===== config.mk =====
export PLATFORM = sky130hd
export DESIGN_NAME = iagc_acq_controller_flat
export DESIGN_NICKNAME = d
export VERILOG_FILES = /design/src/rtl/iagc_acq_controller_pkg.sv /design/src/rtl/iagc_acq_controller_if.sv /design/src/rtl/iagc_acq_controller_edge_detect.sv /design/src/rtl/iagc_acq_controller.sv /design/src/flat_wrapper.sv
export SDC_FILE = /design/constraint.sdc
export NUM_CORES = 1
export LEC_CHECK = 0
export ABC_AREA = 1
export CAP_MARGIN = 25
export CORE_MARGIN = 2
export CORE_UTILIZATION = 50
export DETAILED_ROUTE_END_ITERATION = 8
export GPL_ROUTABILITY_DRIVEN = 0
export GPL_TIMING_DRIVEN = 0
export PLACE_DENSITY = 0.7
export SLEW_MARGIN = 20
export SYNTH_ARGS = -nofsm -noshare
export SYNTH_HDL_FRONTEND = slang
export SYNTH_HIERARCHICAL = 1
export SYNTH_SLANG_ARGS = --single-unit

===== constraint.sdc =====
create_clock -name i_clock -period 2.33 [get_ports i_clock]
set_input_delay 0.5825 -clock i_clock [delete_from_list [all_inputs] [get_ports i_clock]]
set_output_delay 0.5825 -clock i_clock [all_outputs]
set_load 0.005 [all_outputs]

===== src/rtl/iagc_acq_controller_pkg.sv =====
// Shared definitions for the IAGC acquisition controller: FSM states and
// the status word layout driven towards the decimator.
package iagc_acq_controller_pkg;

  typedef enum logic [2:0] {
    ST_IDLE      = 3'd0,
    ST_ENABLE    = 3'd1,
    ST_WAIT_GATE = 3'd2,
    ST_ACQUIRE   = 3'd3,
    ST_DONE      = 3'd4,
    ST_ERROR     = 3'd5
  } state_t;

  localparam int STATUS_BIT_ENABLE = 0;
  localparam int STATUS_BIT_RUN    = 1;
  localparam int STATUS_BIT_DONE   = 2;
  localparam int STATUS_BIT_ERROR  = 3;

  localparam logic [3:0] STATUS_IDLE   = 4'b0000;
  localparam logic [3:0] STATUS_ENABLE = 4'(1 << STATUS_BIT_ENABLE);
  localparam logic [3:0] STATUS_RUN    = STATUS_ENABLE | 4'(1 << STATUS_BIT_RUN);
  localparam logic [3:0] STATUS_DONE   = 4'(1 << STATUS_BIT_DONE);
  localparam logic [3:0] STATUS_ERROR  = 4'(1 << STATUS_BIT_ERROR);

endpackage


===== src/rtl/iagc_acq_controller_if.sv =====
// Host/front-end/decimator signal bundle for the acquisition controller.
interface iagc_acq_controller_if #(
  parameter int DECIMATOR_SIZE = 4,
  parameter int COUNT_SIZE     = 16,
  parameter int TIMEOUT_SIZE   = 20
);
  import iagc_acq_controller_pkg::*;

  // Control semantics: i_start is a one-cycle request honoured only from IDLE
  // or ERROR; i_abort is a level that wins over everything else in the cycle
  // it is sampled high; i_sample is a one-cycle strobe counted only in ACQUIRE.
  logic                      i_start;
  logic                      i_abort;
  logic [DECIMATOR_SIZE-1:0] i_decimator_cfg;
  logic [COUNT_SIZE-1:0]     i_n_samples;
  logic [TIMEOUT_SIZE-1:0]   i_timeout;
  logic                      i_gate;
  logic                      i_sample;

  logic [3:0]                o_iagc_status;
  logic [DECIMATOR_SIZE-1:0] o_decimator;
  logic [COUNT_SIZE-1:0]     o_sample_count;
  logic                      o_busy;
  logic                      o_done;
  state_t                    o_dbg_state;

  modport master (
    output i_start, i_abort, i_decimator_cfg, i_n_samples, i_timeout, i_gate, i_sample,
    input  o_iagc_status, o_decimator, o_sample_count, o_busy, o_done, o_dbg_state
  );

  modport slave (
    input  i_start, i_abort, i_decimator_cfg, i_n_samples, i_timeout, i_gate, i_sample,
    output o_iagc_status, o_decimator, o_sample_count, o_busy, o_done, o_dbg_state
  );

endinterface


===== src/rtl/iagc_acq_controller_edge_detect.sv =====
// Registers a level and produces one-cycle rise/fall pulses from the
// registered copy and its previous value.
module iagc_acq_controller_edge_detect (
  input  logic i_clock,
  input  logic i_reset_n,
  input  logic i_sig,
  output logic o_rise,
  output logic o_fall
);

  logic r_sync;
  logic r_prev;

  always_ff @(posedge i_clock or negedge i_reset_n) begin
    if (!i_reset_n) begin
      r_sync <= 1'b0;
      r_prev <= 1'b0;
    end else begin
      r_sync <= i_sig;
      r_prev <= r_sync;
    end
  end

  assign o_rise = r_sync & ~r_prev;
  assign o_fall = ~r_sync & r_prev;

endmodule


===== src/rtl/iagc_acq_controller.sv =====
// Sequences one IAGC acquisition: settle, wait for a gate rise, count
// decimated samples to the programmed total, report done or timeout.
module iagc_acq_controller
  import iagc_acq_controller_pkg::*;
#(
  parameter int DECIMATOR_SIZE = 4,
  parameter int COUNT_SIZE     = 16,
  parameter int TIMEOUT_SIZE   = 20,
  parameter int SETTLE_CYCLES  = 8
) (
  input  logic                    i_clock,
  input  logic                    i_reset_n,
  iagc_acq_controller_if.slave    bus
);

  localparam int SETTLE_W = (SETTLE_CYCLES > 1) ? $clog2(SETTLE_CYCLES) : 1;
  localparam logic [SETTLE_W-1:0] SETTLE_LAST = SETTLE_W'(SETTLE_CYCLES - 1);

  state_t                    r_state;
  logic [3:0]                r_status;
  logic [DECIMATOR_SIZE-1:0] r_decimator;
  logic [COUNT_SIZE-1:0]     r_count;
  logic                      r_busy;
  logic                      r_done;

  logic [COUNT_SIZE-1:0]     r_n;
  logic [TIMEOUT_SIZE-1:0]   r_timeout;
  logic [TIMEOUT_SIZE-1:0]   r_tmo_cnt;
  logic [SETTLE_W-1:0]       r_settle;
  logic [DECIMATOR_SIZE-1:0] r_cfg_seen;
  logic [DECIMATOR_SIZE-1:0] r_pend;
  logic                      r_pend_v;

  logic                      w_gate_rise;
  logic                      w_gate_fall;
  logic [DECIMATOR_SIZE-1:0] w_cfg_ratio;
  logic [COUNT_SIZE-1:0]     w_count_next;
  logic                      w_tmo_hit;

  iagc_acq_controller_edge_detect u_gate_edge (
    .i_clock   (i_clock),
    .i_reset_n (i_reset_n),
    .i_sig     (bus.i_gate),
    .o_rise    (w_gate_rise),
    .o_fall    (w_gate_fall)
  );

  // A ratio of zero would stall the decimator, so it is treated as one.
  assign w_cfg_ratio  = (bus.i_decimator_cfg == '0) ? DECIMATOR_SIZE'(1) : bus.i_decimator_cfg;
  assign w_count_next = r_count + COUNT_SIZE'(1);
  assign w_tmo_hit    = (r_timeout != '0) && (r_tmo_cnt == r_timeout - TIMEOUT_SIZE'(1));

  always_ff @(posedge i_clock or negedge i_reset_n) begin
    if (!i_reset_n) begin
      r_state     <= ST_IDLE;
      r_status    <= STATUS_IDLE;
      r_decimator <= DECIMATOR_SIZE'(1);
      r_count     <= '0;
      r_busy      <= 1'b0;
      r_done      <= 1'b0;
      r_n         <= '0;
      r_timeout   <= '0;
      r_tmo_cnt   <= '0;
      r_settle    <= '0;
      r_cfg_seen  <= '0;
      r_pend      <= DECIMATOR_SIZE'(1);
      r_pend_v    <= 1'b0;
    end else begin
      r_done <= 1'b0;

      // A ratio change is only ever applied at the end of a gate window.
      if (w_gate_fall && r_pend_v) begin
        r_decimator <= r_pend;
        r_pend_v    <= 1'b0;
      end

      if (bus.i_abort) begin
        r_state  <= ST_IDLE;
        r_status <= STATUS_IDLE;
        r_busy   <= 1'b0;
      end else begin
        case (r_state)
          ST_IDLE, ST_ERROR: begin
            if (bus.i_start) begin
              r_state     <= ST_ENABLE;
              r_status    <= STATUS_ENABLE;
              r_busy      <= 1'b1;
              r_n         <= bus.i_n_samples;
              r_timeout   <= bus.i_timeout;
              r_count     <= '0;
              r_settle    <= '0;
              r_cfg_seen  <= bus.i_decimator_cfg;
              r_decimator <= w_cfg_ratio;
              r_pend_v    <= 1'b0;
            end
          end

          ST_ENABLE: begin
            if (r_settle == SETTLE_LAST) begin
              r_settle  <= '0;
              r_tmo_cnt <= '0;
              if (r_n == '0) begin
                r_state  <= ST_DONE;
                r_status <= STATUS_DONE;
                r_busy   <= 1'b0;
                r_done   <= 1'b1;
              end else begin
                r_state <= ST_WAIT_GATE;
              end
            end else begin
              r_settle <= r_settle + SETTLE_W'(1);
            end
          end

          ST_WAIT_GATE: begin
            if (w_tmo_hit) begin
              r_state  <= ST_ERROR;
              r_status <= STATUS_ERROR;
              r_busy   <= 1'b0;
            end else begin
              if (r_timeout != '0) begin
                r_tmo_cnt <= r_tmo_cnt + TIMEOUT_SIZE'(1);
              end
              if (w_gate_rise) begin
                r_state  <= ST_ACQUIRE;
                r_status <= STATUS_RUN;
              end
            end
          end

          ST_ACQUIRE: begin
            if (bus.i_sample) begin
              r_count <= w_count_next;
              if (w_count_next == r_n) begin
                r_state  <= ST_DONE;
                r_status <= STATUS_DONE;
                r_busy   <= 1'b0;
                r_done   <= 1'b1;
              end
            end
            if (bus.i_decimator_cfg != r_cfg_seen) begin
              r_cfg_seen <= bus.i_decimator_cfg;
              r_pend     <= w_cfg_ratio;
              r_pend_v   <= 1'b1;
            end
          end

          ST_DONE: begin
            r_state <= ST_IDLE;
          end

          default: begin
            r_state  <= ST_IDLE;
            r_status <= STATUS_IDLE;
            r_busy   <= 1'b0;
          end
        endcase
      end
    end
  end

  assign bus.o_iagc_status  = r_status;
  assign bus.o_decimator    = r_decimator;
  assign bus.o_sample_count = r_count;
  assign bus.o_busy         = r_busy;
  assign bus.o_done         = r_done;
  assign bus.o_dbg_state    = r_state;

endmodule

===== src/flat_wrapper.sv =====
// flat-port wrapper written by rule: the top's interface ports become plain ports
module iagc_acq_controller_flat import iagc_acq_controller_pkg::*;
#(
  parameter int DECIMATOR_SIZE = 4,
  parameter int COUNT_SIZE     = 16,
  parameter int TIMEOUT_SIZE   = 20,
  parameter int SETTLE_CYCLES  = 8
)
  (i_clock, i_reset_n, bus_i_start, bus_i_abort, bus_i_decimator_cfg, bus_i_n_samples, bus_i_timeout, bus_i_gate, bus_i_sample, bus_o_iagc_status, bus_o_decimator, bus_o_sample_count, bus_o_busy, bus_o_done, bus_o_dbg_state);
  iagc_acq_controller_if #(.DECIMATOR_SIZE(DECIMATOR_SIZE), .COUNT_SIZE(COUNT_SIZE), .TIMEOUT_SIZE(TIMEOUT_SIZE)) bus_i ();
  input  logic i_clock;
  input  logic i_reset_n;
  input wire logic [$bits(bus_i.i_start)-1:0] bus_i_start;
  input wire logic [$bits(bus_i.i_abort)-1:0] bus_i_abort;
  input wire logic [$bits(bus_i.i_decimator_cfg)-1:0] bus_i_decimator_cfg;
  input wire logic [$bits(bus_i.i_n_samples)-1:0] bus_i_n_samples;
  input wire logic [$bits(bus_i.i_timeout)-1:0] bus_i_timeout;
  input wire logic [$bits(bus_i.i_gate)-1:0] bus_i_gate;
  input wire logic [$bits(bus_i.i_sample)-1:0] bus_i_sample;
  output wire logic [$bits(bus_i.o_iagc_status)-1:0] bus_o_iagc_status;
  output wire logic [$bits(bus_i.o_decimator)-1:0] bus_o_decimator;
  output wire logic [$bits(bus_i.o_sample_count)-1:0] bus_o_sample_count;
  output wire logic [$bits(bus_i.o_busy)-1:0] bus_o_busy;
  output wire logic [$bits(bus_i.o_done)-1:0] bus_o_done;
  output wire logic [$bits(bus_i.o_dbg_state)-1:0] bus_o_dbg_state;
  assign bus_i.i_start = bus_i_start;
  assign bus_i.i_abort = bus_i_abort;
  assign bus_i.i_decimator_cfg = bus_i_decimator_cfg;
  assign bus_i.i_n_samples = bus_i_n_samples;
  assign bus_i.i_timeout = bus_i_timeout;
  assign bus_i.i_gate = bus_i_gate;
  assign bus_i.i_sample = bus_i_sample;
  assign bus_o_iagc_status = bus_i.o_iagc_status;
  assign bus_o_decimator = bus_i.o_decimator;
  assign bus_o_sample_count = bus_i.o_sample_count;
  assign bus_o_busy = bus_i.o_busy;
  assign bus_o_done = bus_i.o_done;
  assign bus_o_dbg_state = bus_i.o_dbg_state;
  iagc_acq_controller #(.DECIMATOR_SIZE(DECIMATOR_SIZE), .COUNT_SIZE(COUNT_SIZE), .TIMEOUT_SIZE(TIMEOUT_SIZE), .SETTLE_CYCLES(SETTLE_CYCLES)) u_core (.i_clock(i_clock), .i_reset_n(i_reset_n), .bus(bus_i));
endmodule

==> impl_metrics.json <==
{
  "status": "completed",
  "multiInputGateArea_um2": 3730,
  "cts_max_level": 3,
  "synth_xor_xnor_area_share_pct": 6.45,
  "rrSetupSlack_ns": 0.03,
  "startpoint_type": "register",
  "syn_area_per_cell_um2": 7.31,
  "p_clk_share_pct": 18.3,
  "synth_simple_gate_area_share_pct": 35.2,
  "rsz0062_at_grt": "yes",
  "grt_pass1_wl_mm": 29.2,
  "peakVddDrop_uv": 475,
  "wl_per_cell_um": 15.4,
  "clockRootBuffer": "clkbuf_16",
  "antenna_found_initial": 0,
  "detail_route.first_pass.iterations": 5,
  "power_density_nw_per_um2": 955,
  "timing.rr.start": "u_core/bus.o_sample_count[1]$_DFFE_PN0P_",
  "fp.dieH_um": 118,
  "worstSetupStartpoint": "u_core/bus.o_sample_count[1]$_DFFE_PN0P_",
  "worst_pin_slew_ns": 0.699,
  "seqCellArea_um2": 2490,
  "worst-r2r-cell-count": 16,
  "relSlewSlack_pct": 53.4,
  "finalWirelength_mm": 18.1,
  "synthAdderAreaFrac_pct": 1.15,
  "dpl.hpwl_mm": 13.3,
  "crit_top_cell": "nand2_1",
  "dpl_cell_area_um2": 7520,
  "grt_max_degree": 61,
  "netSwitchingFraction_pct": 43.5,
  "synthCells": 894,
  "clk_pin_slew_ns": 0.07,
  "fin_crit_ns": 2.30,
  "finalSetupViolCount": 0,
  "yosysWarningCount": 6,
  "ant_nets": 0,
  "synth.yosys.seq_area_share_pct": 37.9,
  "numCtsBuffers": 9,
  "p_leak_nw": 3.63,
  "antennaDiodeCount": 0,
  "first_iter_violations": 434,
  "end_kind": "register",
  "die-area_um2": 14000,
  "power_frac_comb_pct": 46.7,
  "fin_crit_sh_pct": 98.8,
  "core_um2": 12700,
  "clock_sinks": 99,
  "finClkSkew_ns": 0.0103,
  "area_growth_pct": 24.7,
  "critPathKind": "register to register",
  "ios": 75,
  "worst_r2r_endpoint": "u_core/bus.o_dbg_state[0]$_DFFE_PN0P_",
  "dr_total_vias": 6170,
  "worstPathRequired_ns": 2.57,
  "clock_latency_ns": 0.36,
  "avgViaCountPerCell": 5.26,
  "max_freq_mhz": 434,
  "worst_path_max_delay_cell": "dfrtp_1",
  "intPower_w": 0.00439,
  "drive_gt1_share_pct": 17.1,
  "grt.total_usage_pct": 26.3,
  "hold_viol_final": 0,
  "endpoint": "u_core/bus.o_dbg_state[0]$_DFFE_PN0P_",
  "synth_compound_area_share_pct": 10.6,
  "ctsHoldBuffers": 0,
  "cp_max_fo": 7,
  "route.detailed.drc": 0,
  "ys_seq_elements": 99,
  "final_max_slew_viol_count": 0,
  "n_fill_cell": 1159,
  "cts_buffer_depth": 2,
  "worstPathCellList": "buf_6 -> nand3_4 -> nor2_4 -> nand2_1 -> nand2_2 -> nand2_2 -> nand2_1 -> nand2_1 -> nor2_1 -> nand2_1 -> nor2_2 -> nand3_2 -> a21oi_4 -> nand2_2 -> nand2_1 -> nand2_1",
  "cp.arrival_ns": 2.54,
  "yosysUniqueCellTypes": 50,
  "fin_nets": 1047,
  "die_w_um": 118,
  "critical_path.max_stage_delay_ns": 0.44,
  "std_cell_rows": 41,
  "design_area_um2": 8150,
  "start_util_pct": 51.6,
  "syn_nets": 946,
  "netlist_area_um2": 6540,
  "setup_tns_ns": 0,
  "p_seq_share_pct": 35.0,
  "gr-total-overflow": 0,
  "muxShareOfSynthArea_pct": 0.345,
  "maxCapViolations": 0,
  "min_path_type": "input port to async pin",
  "port_buffers": 74,
  "tritoncts": "built",
  "synth_top_family_by_area": "simple AND/OR/NAND/NOR gates",
  "p_switching_w": 0.00339,
  "grt_pass1_vias": 5795
}
timing repair:
item | CTS | global route
setup buffers | 2 | 14
gates resized for setup | 13 | 62
pin swaps | 2 | 26
endpoints found under the setup margin | 42 | 88
critical path: cells and delay by family, from the launching register on:
kind                   cells  cell delay (ns)
buffers and inverters      1             0.14
AOI/OAI and AO/OA          1             0.24
and+or+nand+nor           14             1.36
DFF                        1             0.44
worst min-delay path by stage:
| stage | from | end | cells after the start |
|---|---|---|---|
| detailed placement | u_core/u_gate_edge/r_sync$_DFF_PN0_ | u_core/u_gate_edge/r_prev$_DFF_PN0_ | 0 |
| global route | i_reset_n | u_core/bus.o_sample_count[15]$_DFFE_PN0P_ | 1 |
| finish | i_reset_n | u_core/bus.o_sample_count[15]$_DFFE_PN0P_ | 1 |
| CTS | i_reset_n | u_core/bus.o_sample_count[15]$_DFFE_PN0P_ | 1 |
| global placement | u_core/u_gate_edge/r_sync$_DFF_PN0_ | u_core/u_gate_edge/r_prev$_DFF_PN0_ | 0 |
| floorplan | i_reset_n | u_core/bus.o_busy$_DFFE_PN0P_ | 0 |
area by class of cell:
| type | count | share of cell area, % |
|---|---|---|
| Clock inverter | 2 | 0.169 |
| Multi-Input combinational cell | 661 | 45.8 |
| Buffer | 17 | 1.31 |
| Inverter | 116 | 5.44 |
| Timing Repair Buffer | 91 | 11.0 |
| Sequential cell | 99 | 30.6 |
| Clock buffer | 14 | 3.12 |
| Tap cell | 172 | 2.64 |
cells in the final DEF (no fill, tap or decap), drive strengths merged:
cell type,instances
nand3b,3
buf,28
a31oi,4
inv,115
o22ai,14
o21bai,1
nand4,26
clkdlybuf4s50,73
a21oi,6
nor2,99
clkbuf,21
xnor3,1
o21ai,55
xnor2,18
xor2,24
o211ai,2
nor4,7
o31ai,16
a211oi,1
dfrtp,97
nand2,295
nor3,14
clkinv,3
and3,1
mux2,2
nand3,61
or2,3
xor3,1
ha,6
dfstp,2
nor3b,1
power groups by stage:
stage	Combinational (W)	Sequential (W)	Clock [W]
finish	0.00363	0.00273	0.00142
global route	0.00410	0.00279	0.00150
CTS	0.00332	0.00268	0.00145
detailed placement	0.00329	0.00270	0
global placement	0.00323	0.00271	0
floorplan	0.00243	0.00258	0
flip-flops by register name, summed over array words and instances (netlist names), 3 cells and up:
name                       flops
u_core/r_pend                  4
u_core/bus.o_iagc_status       4
u_core/r_cfg_seen              4
u_core/r_n                    16
u_core/bus.o_dbg_state         3
u_core/r_tmo_cnt              20
u_core/bus.o_decimator         4
u_core/r_settle                3
u_core/bus.o_sample_count     16
u_core/r_timeout              20
synthesized netlist by cell type, drive strengths merged:
master  instances  area (um^2)
nand4          26          169
a21oi           6         41.3
xor3            1         23.8
nand2         295         1150
nand3          61          328
nor2           99          472
xor2           24          218
o21bai          1         11.3
xnor3           1         22.5
nand3b          3         22.5
and3            1         6.26
o21ai          55          294
clkinv          1         3.75
nor3b           1         7.51
nor3           14         81.3
o22ai          14         87.6
a31oi           4         25.0
buf            11         76.3
dfstp           2         52.6
inv           115          434
o31ai          16          200
ha              6         75.1
xnor2          18          158
a211oi          1         12.5
dfrtp          97         2430
clkbuf          7         27.5
mux2            2         22.5
nor4            7         43.8
or2             3         18.8
o211ai          2         20.0
metal layers:
metal | global-route usage, % | share of wire (%)
met5 | 0 | 0
met4 | 7.68 | 1.5
met3 | 6.03 | 5.9
met2 | 41.1 | 46
met1 | 36.6 | 46
through the flow:
step | hold slack, ns | setup slack (ns) | utilization (%) | power, W | instances
2_1_floorplan | 0.287 | 0.273 | - | 0.00501 | 894
6_report | 0.119 | 0.0273 | 64.3 | 0.00778 | 1172
4_1_cts | 0.134 | 0.00424 | 61.8 | 0.00746 | 1158
3_5_place_dp | 0.393 | -0.278 | 59.4 | 0.00599 | 1141
3_3_place_gp | 0.386 | -3.21 | 59.1 | 0.00593 | 1140
5_1_grt | 0.143 | -0.108 | 64.3 | 0.00839 | 1172
kinds of logic (layout without fill, tap and decap cells):
group,Yosys count,count (layout)
adder cells (fa/ha/maj),6,6
buffers and inverters,134,240
multiplexers,2,2
AO/OA/AOI/OAI,99,99
AND/OR/NAND/NOR,510,510
flip-flops,99,99
XOR/XNOR,44,44
Power figures use the tool's default switching activity.
